File: src/rtl/instr_fetch.sv
//==============================================================================
// instr_fetch : instruction fetch unit. It owns the PC, reads instruction
//               memory over a req/ack handshake and accepts branch redirects.
// Rev 1.0
//==============================================================================
`default_nettype none

module instr_fetch #(
  parameter int unsigned          ADDR_W   = 16,
  parameter int unsigned          DATA_W   = 32,
  parameter logic [ADDR_W-1:0]    RESET_PC = '0
) (
  input  logic              clk,
  input  logic              rst_f,
  input  logic              fetch_req,
  input  logic              pc_load,
  input  logic [ADDR_W-1:0] br_addr,
  output logic              mem_req,
  output logic [ADDR_W-1:0] mem_addr,
  input  logic              mem_ack,
  input  logic [DATA_W-1:0] mem_rdata,
  output logic [DATA_W-1:0] ir,
  output logic              ir_valid,
  output logic [ADDR_W-1:0] pc
);

  localparam logic [0:0] S_IDLE = 1'b0;
  localparam logic [0:0] S_WAIT = 1'b1;

  logic [0:0]        state_q,     state_d;
  logic [ADDR_W-1:0] pc_q,        pc_d;
  logic [DATA_W-1:0] ir_q,        ir_d;
  logic              ir_valid_q,  ir_valid_d;
  logic              mem_req_q,   mem_req_d;
  logic [ADDR_W-1:0] mem_addr_q,  mem_addr_d;
  logic [ADDR_W-1:0] pend_addr_q, pend_addr_d;
  logic              pend_valid_q, pend_valid_d;

  logic [ADDR_W-1:0] fetch_addr_w;
  logic [ADDR_W-1:0] seq_addr_w;

  // A redirect coincident with a fetch is applied before the fetch issues.
  assign fetch_addr_w = pc_load ? br_addr : pc_q;
  assign seq_addr_w   = mem_addr_q + {{(ADDR_W-1){1'b0}}, 1'b1};

  always_comb begin
    state_d      = state_q;
    pc_d         = pc_q;
    ir_d         = ir_q;
    ir_valid_d   = ir_valid_q;
    mem_req_d    = mem_req_q;
    mem_addr_d   = mem_addr_q;
    pend_addr_d  = pend_addr_q;
    pend_valid_d = pend_valid_q;

    case (state_q)
      S_IDLE: begin
        if (fetch_req) begin
          mem_req_d  = 1'b1;
          mem_addr_d = fetch_addr_w;
          pc_d       = fetch_addr_w;
          ir_valid_d = 1'b0;
          state_d    = S_WAIT;
        end else if (pc_load) begin
          pc_d = br_addr;
        end
      end
      S_WAIT: begin
        if (mem_ack && mem_req_q) begin
          ir_d         = mem_rdata;
          ir_valid_d   = 1'b1;
          mem_req_d    = 1'b0;
          pend_valid_d = 1'b0;
          state_d      = S_IDLE;
          // Same-edge redirect beats a buffered one, which beats sequential.
          if (pc_load)           pc_d = br_addr;
          else if (pend_valid_q) pc_d = pend_addr_q;
          else                   pc_d = seq_addr_w;
        end else if (pc_load) begin
          pend_addr_d  = br_addr;
          pend_valid_d = 1'b1;
        end
      end
      default: state_d = S_IDLE;
    endcase
  end

  always_ff @(posedge clk) begin
    if (rst_f) begin
      state_q      <= S_IDLE;
      pc_q         <= RESET_PC;
      ir_q         <= '0;
      ir_valid_q   <= 1'b0;
      mem_req_q    <= 1'b0;
      mem_addr_q   <= '0;
      pend_addr_q  <= '0;
      pend_valid_q <= 1'b0;
    end else begin
      state_q      <= state_d;
      pc_q         <= pc_d;
      ir_q         <= ir_d;
      ir_valid_q   <= ir_valid_d;
      mem_req_q    <= mem_req_d;
      mem_addr_q   <= mem_addr_d;
      pend_addr_q  <= pend_addr_d;
      pend_valid_q <= pend_valid_d;
    end
  end

  assign mem_req  = mem_req_q;
  assign mem_addr = mem_addr_q;
  assign ir       = ir_q;
  assign ir_valid = ir_valid_q;
  assign pc       = pc_q;

endmodule

`default_nettype wire

File: config.mk
export PLATFORM = sky130hd
export DESIGN_NAME = instr_fetch
export DESIGN_NICKNAME = d
export VERILOG_FILES = /design/src/rtl/instr_fetch.sv
export SDC_FILE = /design/constraint.sdc
export NUM_CORES = 1
export LEC_CHECK = 0
export BUFFER_PORTS_ARGS = -buffer_cell sky130_fd_sc_hd__buf_4
export CORE_ASPECT_RATIO = 0.8
export CORE_MARGIN = 8
export CORE_UTILIZATION = 31
export CTS_CLUSTER_SIZE = 40
export DETAILED_ROUTE_END_ITERATION = 6
export HOLD_SLACK_MARGIN = 0.12
export SYNTH_ARGS = -nofsm -noshare
export SYNTH_HDL_FRONTEND = slang
export SYNTH_SLANG_ARGS = --single-unit
File: constraint.sdc
create_clock -name clk -period 1.8 [get_ports clk]
set_input_delay 0.18 -clock clk [delete_from_list [all_inputs] [get_ports clk]]
set_output_delay 0.18 -clock clk [all_outputs]
set_load 0.01 [all_outputs]
==> metrics <==
TritonCTS sink count=between 80 and 90; Lkg Pwr=about 2.3 nW; count of unresolved DRC violations after routing=0; final number of hold-violating endpoints=0; time the final worst path needs with I/O delays and setup=1.639 ns; combinational family with the most area after synthesis=simple AND/OR/NAND/NOR gates; CTS H-Tree Depth=3; critical hold path startpoint=br_addr[10]; final sum of negative setup slack=0 ns; later-pin clock latency in the skew report=between 0.3 and 0.4 ns; remaining global-route overflow=0; clock tree from TritonCTS=built; number of distinct standard cells referenced by the synthesized netlist=between 40 and 50; area of the mapped netlist=between 3000 and 4000 µm²; clock transition at the register clock pins on the worst setup and hold paths after CTS=approximately 0.06 ns; final clock period utilization by the worst path=about nine tenths; # nets final=680; Total Die Area=15,710 µm²; worst hold endpoint=pend_addr_q[10]; actual transition at the worst max-transition pin=just over 0.4 ns; share of synthesized cell area in and, or, nand and nor gates=a little over a fifth; Die Y=113.7 µm; number of nets in the synthesized netlist=513; Max Clock Skew=around 0.009 ns; number of warnings issued by yosys=0; share of the synthesized area in the top cell type=45.45%; tightest slew margin relative to the limit=between 70 and 80%; fraction of registers with async set/reset=0%; total power=roughly 4.6 mW; unrepaired setup endpoints after global routing=no; antenna violations before repair=1; routed length per placed instance=between 15 and 20 µm; starting density of the core=about a third; largest fanout of any net on the critical path=6; vias in the first global route=~4k; fraction of layout instances using a drive strength above 1=between 20% and 30%; TritonRoute pass-1 iters=6; Power per Cell Area=837.1 nW/µm²; placer's final routability congestion estimate=just under 0.9; sum of routed wire length over all layers=13.36 mm; Worst R2R Path Depth=6; number of enable-type register cells in the synthesized netlist=0; adder-cell share of the synthesized area=less than 1%; wire length of the first global-routing pass=between 20 and 25 mm; commonest non-fill, non-tap cell in the layout=sky130_fd_sc_hd__buf_4; reg-to-reg critical path endpoint=pc[10]; flip-flop and latch count after synthesis=between 80 and 90; antenna viol nets, final=0; Post-Syn Instances=459; via-per-instance ratio=between 5 and 6; standard-cell row count=35; Bufs on Longest Clock Path=2; result of the run=finished clean; fill cell total of the finished layout=~1.1k; post-cts gate resize count=0; portion of the post-synthesis area used by sequential elements=45.45%; crit start category=register; number of setup violations in the final report=0; synthesized-area fraction occupied by ao, oa, aoi and oai cells=roughly a fifth; Crit Path Class=reg -> reg; Reg-to-Reg Start=mem_addr[1]; total of max-cap violations=0; number of placed I/O pins=119; total clock buffers created by CTS=9; reg-to-reg slack, setup=between 0.15 and 0.2 ns; largest net degree at the start of global routing=34; Post-Layout Cell Count=778; arrival time at the worst endpoint=1.85 ns; die extent in x=between 100 and 150 µm; number of max-slew violations in the final report=0; Worst IR Drop VDD=0.5769 mV; post-synthesis mux area share=5.208%; final hold slack=roughly 0.14 ns; root buf cell=sky130_fd_sc_hd__clkbuf_16; worst min-delay path category=in -> reg; critical path capture point type=register; number of stages on the worst hold path=3; Required @ worst endpoint=around 2 ns; combined global-route utilization of all metal layers=about 17%; HPWL Detailed=9.291 mm; leading cell types in the layout, fill and taps excluded=sky130_fd_sc_hd__buf_4 (137), sky130_fd_sc_hd__nand2_1 (126), sky130_fd_sc_hd__dfxtp_1 (84); end-of-flow core utilization=~48%; Placed Cells incl. Taps=between 700 and 800; Max Clock Freq=between 0.6 and 0.7 GHz; synthesis-to-layout area growth=49.75%; 1st-iter DRT viols=~350; Core Footprint=between 10,000 and 15,000 µm²; primary flip-flop cell chosen by synthesis mapping=sky130_fd_sc_hd__dfxtp_1; # port buffers=between 100 and 150; xor and xnor fraction of the mapped netlist area=under 10%; main area contributors after synthesis=sky130_fd_sc_hd__dfxtp_1 (45%), sky130_fd_sc_hd__nand2_1 (13%), sky130_fd_sc_hd__a21oi_1 (8.3%); Vias=about 4.0k; largest area contributor in the netlist=sky130_fd_sc_hd__dfxtp_1; mean instance size in the synthesized netlist=a little over 8 µm²
-- registers in the layout, summed over array words and instances, names as in the netlist --
register,cells
pc,16
mem_req,1
ir_valid,1
ir,32
state_q,1
pend_addr_q,16
pend_valid_q,1
mem_addr,16
-- metal layers --
layer	part of all wire, %	up-vias	track usage (%)
met5	0	-	0
met4	1.5	0	5.275
met3	7.5	14	4.859
met2	47	164	26.24
met1	44	1872	21.12
li1	-	1922	-
-- final cells by class --
type | instances | area, µm² | area share (%)
Inverter | 9 | 33.78 | 0.6098
Tap cell | 148 | 185.2 | 3.342
Clock inverter | 1 | 7.507 | 0.1355
Multi-Input combinational cell | 338 | 1851 | 33.40
Sequential cell | 84 | 1682 | 30.35
Clock buffer | 13 | 270.3 | 4.878
Antenna cell | 1 | 2.502 | 0.04517
Timing Repair Buffer | 184 | 1509 | 27.24
-- cell usage after synthesis, types with 5 or more instances --
master	number
sky130_fd_sc_hd__a21oi_1	61
sky130_fd_sc_hd__a221oi_1	9
sky130_fd_sc_hd__buf_2	11
sky130_fd_sc_hd__clkbuf_1	13
sky130_fd_sc_hd__dfxtp_1	84
sky130_fd_sc_hd__inv_1	7
sky130_fd_sc_hd__mux2i_1	17
sky130_fd_sc_hd__nand2_1	126
sky130_fd_sc_hd__nand3_1	5
sky130_fd_sc_hd__nor2_1	25
sky130_fd_sc_hd__nor3_1	6
sky130_fd_sc_hd__o21ai_0	23
sky130_fd_sc_hd__o22ai_1	9
sky130_fd_sc_hd__xor2_1	10
-- critical path, cell delays in order (launching register included) --
cell                       delay, ns
sky130_fd_sc_hd__dfxtp_1        0.34
sky130_fd_sc_hd__ha_1           0.21
sky130_fd_sc_hd__nand3_2        0.20
sky130_fd_sc_hd__nor3_1         0.29
sky130_fd_sc_hd__xor2_1         0.11
sky130_fd_sc_hd__a221oi_1       0.28
sky130_fd_sc_hd__nor3_1         0.08
-- how the worst max path moves through the flow --
stage                start  endpoint  slack, ns
4_1_cts        mem_addr[1]    pc[10]       0.17
3_5_place_dp       state_q     pc[6]       0.21
3_3_place_gp   mem_addr[0]    pc[10]       0.28
2_1_floorplan  mem_addr[0]    pc[10]       0.24
5_1_grt            state_q     pc[8]       0.04
6_report       mem_addr[1]    pc[10]       0.16
-- what timing repair did --
action	CTS	global route
hold endpoints to repair	46	0
buffers inserted	0	0
hold buffers	46	0
-- kinds of logic (layout without fill, tap and decap cells) --
family                   count (synthesis)  count (layout)
AND/OR/NAND/NOR                        182             182
AO/OA/AOI/OAI                          123             123
flip-flops                              84              84
buffers and inverters                   37             207
multiplexers                            19              19
XOR/XNOR                                13              13
adder cells (fa/ha/maj)                  1               1
other                                    0               1
-- metrics by stage --
stage	setup WS (ns)	cell area, µm²
3_5_place_dp	0.2135	4800
5_1_grt	0.03587	5540
3_3_place_gp	0.2763	4800
6_report	0.1611	5540
2_1_floorplan	0.2376	3700
4_1_cts	0.1679	5538
-- report_power, final --
part           switching [mW]  total (mW)  internal (mW)
clock                   0.725        1.76           1.03
combinational           0.410       0.816          0.405
sequential              0.104        2.06           1.96
total                    1.24        4.64           3.40
No activity file was read; power rests on OpenSTA's default activity.
